File: config.mk
export PLATFORM = sky130hd
export DESIGN_NAME = atm_panel
export DESIGN_NICKNAME = d
export VERILOG_FILES = /design/src/rtl/atm_pkg.sv /design/src/rtl/atm_debounce.sv /design/src/rtl/atm_panel.sv
export SDC_FILE = /design/constraint.sdc
export NUM_CORES = 1
export LEC_CHECK = 0
export CAP_MARGIN = 25
export CORE_MARGIN = 4
export CORE_UTILIZATION = 56
export CTS_BUF_LIST = sky130_fd_sc_hd__clkbuf_2 sky130_fd_sc_hd__clkbuf_4 sky130_fd_sc_hd__clkbuf_8
export DETAILED_ROUTE_END_ITERATION = 8
export GPL_TIMING_DRIVEN = 1
export PLACE_DENSITY = 0.79
export SYNTH_ARGS = -nofsm -noshare
export SYNTH_HDL_FRONTEND = slang
export SYNTH_SLANG_ARGS = --single-unit
File: constraint.sdc
create_clock -name clk -period 5.57 [get_ports clk]
set_input_delay 0.8355 -clock clk [delete_from_list [all_inputs] [get_ports clk]]
set_output_delay 0.8355 -clock clk [all_outputs]
set_load 0.03 [all_outputs]
File: src/rtl/atm_pkg.sv
// atm_pkg: shared types and constants for the ATM front-panel controller
package atm_pkg;
   localparam int MSG_W            = 3;
   localparam int DEB_CYCLES_DEF   = 4;
   localparam int RESP_TIMEOUT_DEF = 16;
   typedef enum logic {IDLE, WAIT} state_t;
endpackage

File: src/rtl/atm_debounce.sv
// atm_debounce: 2-flop synchronizer plus stability counter for one raw input
module atm_debounce #(
   parameter int DEB_CYCLES = 4
) (
   input  logic clk,
   input  logic rst,
   input  logic i_raw,
   output logic o_level
);
   localparam int CW = $clog2(DEB_CYCLES + 1);
   logic [1:0]    r_sync;
   logic          r_level;
   logic [CW-1:0] r_cnt;
   // synchronize, then accept the new value only after DEB_CYCLES consecutive differing samples
   always_ff @(posedge clk) begin
      if (rst) begin
         r_sync  <= '0;
         r_level <= 1'b0;
         r_cnt   <= '0;
      end else begin
         r_sync <= {r_sync[0], i_raw};
         if (r_sync[1] == r_level)
            r_cnt <= '0;
         else if (r_cnt == CW'(DEB_CYCLES - 1)) begin
            r_level <= r_sync[1];
            r_cnt   <= '0;
         end else
            r_cnt <= r_cnt + CW'(1);
      end
   end
   assign o_level = r_level;
endmodule

File: src/rtl/atm_panel.sv
// atm_panel: debounces card/buttons and issues one key strobe at a time to the ATM controller
module atm_panel import atm_pkg::*; #(
   parameter int DEB_CYCLES   = DEB_CYCLES_DEF,
   parameter int RESP_TIMEOUT = RESP_TIMEOUT_DEF
) (
   input  logic             clk,
   input  logic             rst,
   input  logic             card_raw,
   input  logic             a_raw,
   input  logic             b_raw,
   input  logic [MSG_W-1:0] msg,
   output logic             card,
   output logic             a,
   output logic             b,
   output logic             busy,
   output logic             timeout
);
   localparam int TW = $clog2(RESP_TIMEOUT + 1);
   logic w_card_db, w_a_db, w_b_db, w_pa, w_pb;
   logic w_a, w_b, w_timeout;
   logic r_card, r_a_q, r_b_q, r_a, r_b, r_timeout;
   state_t r_state, w_state;
   logic [MSG_W-1:0] r_snap, w_snap;
   logic [TW-1:0]    r_timer, w_timer;

   atm_debounce #(.DEB_CYCLES(DEB_CYCLES)) u_deb_card (.clk(clk), .rst(rst), .i_raw(card_raw), .o_level(w_card_db));
   atm_debounce #(.DEB_CYCLES(DEB_CYCLES)) u_deb_a    (.clk(clk), .rst(rst), .i_raw(a_raw),    .o_level(w_a_db));
   atm_debounce #(.DEB_CYCLES(DEB_CYCLES)) u_deb_b    (.clk(clk), .rst(rst), .i_raw(b_raw),    .o_level(w_b_db));

   assign w_pa = w_a_db & ~r_a_q;
   assign w_pb = w_b_db & ~r_b_q;

   // next state: card loss aborts, single press starts a transaction, msg change beats timeout
   always_comb begin
      w_state   = r_state;
      w_snap    = r_snap;
      w_timer   = r_timer;
      w_a       = 1'b0;
      w_b       = 1'b0;
      w_timeout = 1'b0;
      if (!w_card_db)
         w_state = IDLE;
      else if (r_state == IDLE) begin
         if (w_pa ^ w_pb) begin
            w_a     = w_pa;
            w_b     = w_pb;
            w_snap  = msg;
            w_timer = '0;
            w_state = WAIT;
         end
      end else if (msg != r_snap)
         w_state = IDLE;
      else if (r_timer == TW'(RESP_TIMEOUT - 1)) begin
         w_timeout = 1'b1;
         w_state   = IDLE;
      end else
         w_timer = r_timer + TW'(1);
   end

   // state, snapshot, timer, edge history and registered outputs
   always_ff @(posedge clk) begin
      if (rst) begin
         r_state   <= IDLE;
         r_snap    <= '0;
         r_timer   <= '0;
         r_card    <= 1'b0;
         r_a_q     <= 1'b0;
         r_b_q     <= 1'b0;
         r_a       <= 1'b0;
         r_b       <= 1'b0;
         r_timeout <= 1'b0;
      end else begin
         r_state   <= w_state;
         r_snap    <= w_snap;
         r_timer   <= w_timer;
         r_card    <= w_card_db;
         r_a_q     <= w_a_db;
         r_b_q     <= w_b_db;
         r_a       <= w_a;
         r_b       <= w_b;
         r_timeout <= w_timeout;
      end
   end

   assign card    = r_card;
   assign a       = r_a;
   assign b       = r_b;
   assign busy    = (r_state == WAIT);
   assign timeout = r_timeout;
endmodule

=== Yosys cells after proc, flatten, opt, wreduce, memory -nomap -nowiden ===
Index checks and enable logic that the tools add are counted.

* $add $sub $neg: 4
* Equality and inequality tests: 10
* Multiplexer cells: 9
* Bitwise gates (word level): 11
* Reductions and logical operators: 12

{| class="wikitable"
|+ Operator list
! kind !! number
|-
| $mux W5 || 4
|-
| $add A3 B1 Y3 const B || 3
|-
| $eq A3 B2 Y1 const B || 3
|-
| $reduce_or A3 Y1 || 3
|-
| $not A1 Y1 || 8
|-
| $reduce_or A4 Y1 || 2
|-
| $reduce_and A2 Y1 || 3
|-
| $add A5 B1 Y5 const B || 1
|-
| $eq A5 B4 Y1 const B || 1
|-
| $mux W1 || 5
|-
| $ne A2 B2 Y1 const B || 2
|-
| $reduce_and A4 Y1 || 1
|-
| $eq A1 B1 Y1 || 3
|-
| $ne A3 B3 Y1 || 1
|-
| $reduce_and A3 Y1 || 1
|-
| $and A1 B1 Y1 || 2
|-
| $reduce_bool A2 Y1 || 1
|-
| $reduce_or A2 Y1 || 1
|-
| $xor A1 B1 Y1 || 1
|}

* Register bits: 33
* Input bits: 8
* Word-level logic and storage cells: 64

=== Logic depth before layout (Yosys ltp) ===
Gate-level depths: netlist (run 1).

* Depth in word-level cells: 5
* Mapped depth: 8
* Depth with buffers taken out: 7

=== By module ===
Synthesis (run 1) repeated with hierarchy kept, for this count alone.

* Cells, all modules: 120
* Area, all modules: 1306.3 sq um

{| class="wikitable"
|+ Modules (own cells, without submodules)
! module !! times used !! cells each !! area an instance (sq um)
|-
| atm_panel || 1 || 69 || 671.9
|-
| atm_debounce || 3 || 17 || 211.5
|}

=== Worst setup path before layout (run 1) ===
Ideal clock, no wire load.

* Path kind: in2reg
* Start point: in msg[0]
* End point: reg r_timer[3]
* Library setup time: 0.074 ns
* Arrival: 2.225 ns
* Required time: 5.496 ns
* Path slack: 3.271 ns
* Cell stages on the path: 5
* Buffers on the path: 1
* Cell sequence: xor2_1 or4b_1 buf_2 or4_1 a31oi_1

* Cells in the longest elaborated chain, start to end: 3

{| class="wikitable"
|+ Ends and longest elaborated chain
! element !! line !! text
|-
| from (decl) || atm_panel.sv:11 || <nowiki>input logic [MSG_W-1:0] msg,</nowiki>
|-
| $ne A3 B3 Y1 || atm_panel.sv:51 || <nowiki>end else if (msg != r_snap)</nowiki>
|-
| $ne A2 B2 Y1 (no source line) || - ||
|-
| $reduce_and A4 Y1 (no source line) || - ||
|-
| to (signal assigned) || atm_panel.sv:75 || <nowiki>r_timer <= w_timer;</nowiki>
|-
| to (decl) || atm_panel.sv:24 || <nowiki>logic [TW-1:0] r_timer, w_timer;</nowiki>
|}

No other way between the ends.
A chain may end at the register's enable or synchronous reset.

=== Worst setup path after layout (run 1) ===
Ends and elaborated chain as after synthesis.

==> run summary, run 1 <==
# H-tree levels - 2
DR vias - 899
Detailed placer's ending HPWL - 1500 um
# Max-Cap Violations - 0
Slew headroom - 40.9%
Post-DRT Antenna Nets - 0
Syn nets - 144
Number of enable flip-flop cells after synthesis - 0
Main flop type after synthesis - dfxtp_1
Total grt overflow - 0
Pre-antenna DRT Iters - 5
Status - finished, final reports clean
Crit-path cells - clkdlybuf4s50_1 > xor2_1 > or4b_1 > or4_1 > a31oi_1
Resize count post-CTS - 0
Lkg Pwr - 0.000543 uW
Setup TNS - 0 ps
Initial DRC Count - 7
Tcrit/Tclk final - 45.9%
CTS Hold Buffers Added - 0
First-pass GRT wire length - 3460 um
Gpl congestion - 0.800
YS warnings - 0
Largest net degree at the start of global routing - 27
ANT cells - 0
CTS Buf Count - 5
Register area share after synthesis - 51.9%
R2R cell count - 7
Antenna violations before repair - 0
Skew final - 8.83 ps
CTS tree - built
Vias in the first global route - 834
Layout cell share with drive strength beyond 1 - 5.56%
Chip width - 55.7 um
Std-Cell Rows - 16
Worst hold path type - reg2reg
Reg2Reg Setup Slack - 3070 ps
Final hold violation count - 0
Setup crit start kind - primary input
Most frequent cells in the layout - dfxtp_1, nor2_1, clkdlybuf4s50_1, nor2b_1, inv_1
Worst-margin pin slew - 884 ps
Final non-filler cell total - 171
Hold Startpoint - u_deb_b.r_cnt[0]$_SDFF_PP0_
Pwr Total - 391 uW
CP max-delay cell - or4b_1
Share of synthesized flip-flops with an asynchronous set or reset - 0%
CP Class - in2reg
Post-route DRC - 0
Synth Register Bits - 33
Worst r2r src - r_timer[0]$_SDFFE_PP0P_
Yosys cell types - 28
Initial Utilization - 61.7%
Commonest non-fill, non-tap cell in the layout - dfxtp_1
Core area - 2060 sq um
Vias per inst - 5.26
# nets final - 159
Crit path required time - 5820 ps
Final setup fails - 0
Arr. time, crit path - 2810 ps
VDD IR max - 0.190 mV
CTS root buf - clkbuf_4
Unrepaired setup endpoints after global routing - false
Hold-critical path endpoint - u_deb_b.r_cnt[0]$_SDFF_PP0_
Placed insts - 163
Total Routing Usage GR - 15.0%
Ports - 13
Slew Limit Fails - 0
P&R area growth vs syn - 15.5%
DIE AREA - 3100 sq um
Clock Path Buffers - 2
Worst-skew pair later-pin latency - 330 ps
Clock slew seen by the registers of the worst setup and hold paths - 90 ps
Final core utilization - 71.3%
Drt total wl - 2090 um
PwrDens - 266 nW/um^2
Hold depth - 1
Die height - 55.7 um
Mean routed wirelength per cell - 12.2 um
# clock sinks - 33
RR Endpoint - r_timer[3]$_SDFFE_PP0P_
PortBufs - 12
Tmin final - 2560 ps
CP peak stage delay - 680 ps
Syn Inst Count - 128
# fillers - 141
Synth Area per Inst - 9.94 sq um
CP Max Fanout - 8
Post-CTS setup buffer count - 0
Max frequency - 391 MHz
Area of the mapped netlist - 1270 sq um
CP endpoint kind - flip-flop
metrics by stage:
stage | hold WS (ps) | instance area, sq um | worst slack, ps
floorplan | 399 | 1270 | 3270
global placement | 406 | 1410 | 2730
detailed placement | 419 | 1410 | 2690
CTS | 432 | 1470 | 3020
global route | 451 | 1470 | 2890
finish | 428 | 1470 | 3010
final cells by class:
type / count / area (sq um) / share of cell area (%)
flip-flops and latches: 33 / 661 / 44.9
well taps: 27 / 33.8 / 2.30
inverters: 10 / 37.5 / 2.55
multi-input cells: 81 / 558 / 38.0
clock buffers: 8 / 60.1 / 4.09
repair buffers: 12 / 120 / 8.17
sequential cells by signal, indices dropped and copies added (netlist names), 2 cells and up:
| signal | flops |
|---|---|
| r_snap | 3 |
| u_deb_card.r_cnt | 3 |
| u_deb_b.r_sync | 2 |
| u_deb_a.r_sync | 2 |
| u_deb_a.r_cnt | 3 |
| u_deb_card.r_sync | 2 |
| r_timer | 5 |
| u_deb_b.r_cnt | 3 |
metal layers:
layer / up-vias / share of wire (%) / global-route usage, %
li1: 462 / - / -
met1: 410 / 45 / 15.5
met2: 17 / 46 / 23.6
met3: 10 / 5.3 / 7.66
met4: 0 / 3.6 / 10.1
met5: - / 0 / 0
critical path: cells and delay by family:
| kind | cells | cell delay [ps] |
|---|---|---|
| compound gates | 1 | 160 |
| buf+inv | 1 | 450 |
| xor+xnor | 1 | 170 |
| simple gates | 2 | 1190 |
cells in the mapped netlist (3+ instances only):
library cell / number / area [sq um]
a21oi_1: 3 / 15.0
a31o_1: 3 / 26.3
clkbuf_1: 3 / 11.3
dfxtp_1: 33 / 661
ha_1: 8 / 100
inv_1: 10 / 37.5
mux2i_1: 3 / 30.0
nand3_1: 6 / 30.0
nor2_1: 13 / 48.8
nor2b_1: 11 / 68.8
nor4_1: 4 / 25.0
o21ai_0: 3 / 15.0
or3_1: 3 / 18.8
xnor2_1: 5 / 43.8
xor2_1: 3 / 26.3
cells by family after synthesis:
group | after synthesis | synth area share (%)
fa+ha+maj | 8 | 7.87
compound gates | 14 | 7.18
xor+xnor | 8 | 5.51
flops | 33 | 51.9
buf+inv | 14 | 4.23
simple gates | 48 | 20.9
mux | 3 | 2.36
power by group:
group	internal (uW)	switching, uW	total, uW
clock	64.8	72.8	138
sequential	238	1.05	239
combinational	7.23	6.25	13.5
worst max-delay path by stage:
stage	startpoint	end	slack, ps	depth (start not counted)
after floorplan	msg[0]	r_timer[3]$_SDFFE_PP0P_	3270	5
after global routing	r_timer[0]$_SDFFE_PP0P_	r_timer[3]$_SDFFE_PP0P_	2890	7
after CTS	msg[0]	r_timer[3]$_SDFFE_PP0P_	3020	5
after global placement	msg[0]	r_timer[3]$_SDFFE_PP0P_	2730	5
after detailed placement	msg[0]	r_timer[3]$_SDFFE_PP0P_	2690	5
final	msg[0]	r_timer[3]$_SDFFE_PP0P_	3010	5
Note: power is estimated with default switching activity, not from simulation.
==> inputs of run 2 (changes only) <==
- clock period: 5.57 -> 2.6 ns (I/O delays scaled with it)
==> run summary, run 2 (same netlist as run 1, synthesis figures left out) <==
Worst hold path type - reg2reg
Hold depth - 1 (unchanged)
DIE AREA - 3100 sq um (unchanged)
Largest net degree at the start of global routing - 20 (-26%)
Setup Slack @ Placement - 171 ps (-2510 ps)
Vias in the first global route - 847 (+1.6%)
Die height - 55.7 um (unchanged)
Hold_ws - 427 ps (-1.09 ps)
Tmin final - 2460 ps
# fillers - 149 (+5.7%)
CTS Buf Count - 5 (unchanged)
Skew final - 7.83 ps (-0.999 ps)
Reg2Reg Setup Slack - 140 ps (-2930 ps)
RR Endpoint - r_timer[3]$_SDFFE_PP0P_
Post-route setup slack - 136 ps (-2870 ps)
Worst-skew pair later-pin latency - 330 ps (about the same)
Slew headroom - 57.9% (+17 points)
Core area - 2060 sq um (unchanged)
Vias per inst - 5.22 (-0.80%)
Ports - 13 (unchanged)
Resize count post-CTS - 0 (unchanged)
Worst r2r src - r_timer[0]$_SDFFE_PP0P_
Hold Startpoint - u_deb_card.r_cnt[0]$_SDFF_PP0_
CP Max Fanout - 8 (unchanged)
Gpl congestion - 0.810 (+1.2%)
Initial DRC Count - 24 (+17)
# nets final - 160 (+0.63%)
# Max-Cap Violations - 0 (unchanged)
Total Routing Usage GR - 15.2% (+0.19 points)
Max frequency - 406 MHz
Most frequent cells in the layout - dfxtp_1, nor2_1, clkdlybuf4s50_1, nor2b_1, inv_1
Flip-flop count of the largest register after layout - 5 (unchanged)
Lkg Pwr - 0.000552 uW (+1.7%)
Total grt overflow - 0 (unchanged)
Clock slew seen by the registers of the worst setup and hold paths - 90 ps (about the same)
VDD IR max - 0.417 mV (+120%)
# clock sinks - 33 (unchanged)
Post-CTS setup buffer count - 0 (unchanged)
Chip width - 55.7 um (unchanged)
Layout cell share with drive strength beyond 1 - 6.21% (+0.65 points)
CTS Hold Buffers Added - 0 (unchanged)
Clock Path Buffers - 2 (unchanged)
CP endpoint kind - flip-flop
Antenna violations before repair - 0 (unchanged)
Largest register by flop count - r_timer
CP Class - reg2reg
Drt total wl - 2090 um (+0.29%)
R2R cell count - 7 (unchanged)
DR vias - 897 (-0.22%)
Setup crit start kind - flip-flop
Unrepaired setup endpoints after global routing - false
Std-Cell Rows - 16 (unchanged)
Post-route DRC - 0 (unchanged)
PortBufs - 12 (unchanged)
Tcrit/Tclk final - 94.8%
Crit path required time - 2850 ps (-2970 ps)
Arr. time, crit path - 2710 ps (-100 ps)
ANT cells - 0 (unchanged)
CTS tree - built
Worst-margin pin slew - 629 ps (-255 ps)
Pre-antenna DRT Iters - 4 (-1)
Initial Utilization - 61.7% (unchanged)
Slew Limit Fails - 0 (unchanged)
Final hold violation count - 0 (unchanged)
P&R area growth vs syn - 16.9%
Mean routed wirelength per cell - 12.2 um (-0.30%)
CTS root buf - clkbuf_4
Setup TNS - 0 ps (unchanged)
First-pass GRT wire length - 3600 um (+4.2%)
Final setup fails - 0 (unchanged)
Post-DRT Antenna Nets - 0 (unchanged)
Detailed placer's ending HPWL - 1540 um (+2.3%)
PwrDens - 579 nW/um^2 (+120%)
Status - finished, final reports clean
Hold-critical path endpoint - u_deb_card.r_cnt[0]$_SDFF_PP0_
# H-tree levels - 2 (unchanged)
Commonest non-fill, non-tap cell in the layout - dfxtp_1
[run 2: per-layer routing]
metal  wire, um  up-vias  track usage [%]
li1           -      469                -
met5          0        -                0
met2       1010       12             25.0
met1        936      409             16.8
met4         51        0             8.68
met3         93        7             5.57
[run 2: final cells by class]
cell class                      instances  area [sq um]  share of cell area (%)
Clock buffer                            7          65.1                    4.37
Clock inverter                          1          5.00                   0.336
Inverter                               10          37.5                    2.52
Multi-Input combinational cell         81           558                    37.5
Sequential cell                        33           661                    44.4
Tap cell                               27          33.8                    2.27
Timing Repair Buffer                   13           128                    8.58
[run 2: stage by stage]
stage / cells / cell area, sq um / total power (uW) / util, %
2_1_floorplan: 128 / 1270 / 540 / -
3_3_place_gp: 164 / 1420 / 554 / 68.8
3_5_place_dp: 164 / 1420 / 555 / 68.8
4_1_cts: 172 / 1490 / 876 / 72.1
5_1_grt: 172 / 1490 / 903 / 72.1
6_report: 172 / 1490 / 862 / 72.1
[run 2: worst max path at each step]
stage	from	slack (ps)	cells past startpoint	endpoint
detailed placement	msg[2]	170	5	r_timer[3]$_SDFFE_PP0P_
floorplan	r_timer[0]$_SDFFE_PP0P_	310	8	r_timer[3]$_SDFFE_PP0P_
finish	r_timer[0]$_SDFFE_PP0P_	140	7	r_timer[3]$_SDFFE_PP0P_
global placement	msg[0]	220	5	r_timer[3]$_SDFFE_PP0P_
CTS	r_timer[0]$_SDFFE_PP0P_	150	7	r_timer[3]$_SDFFE_PP0P_
global route	r_timer[0]$_SDFFE_PP0P_	0.1	7	r_timer[3]$_SDFFE_PP0P_
[run 2: worst max-delay path, cell delays in order, from the launching register on]
cell and delay, ps:
dfxtp_1 350, ha_1 220, and3_1 180, ha_1 180, nand3b_1 150, or4b_1 620
or4_1 520, a31oi_1 160
[run 2: power by group]
group          internal [uW]  switching, uW  total [uW]  leakage [uW]
Combinational           16.5           13.3        29.7      0.000244
Clock                    157            162         319     0.0000413
Sequential               511           2.31         513      0.000267
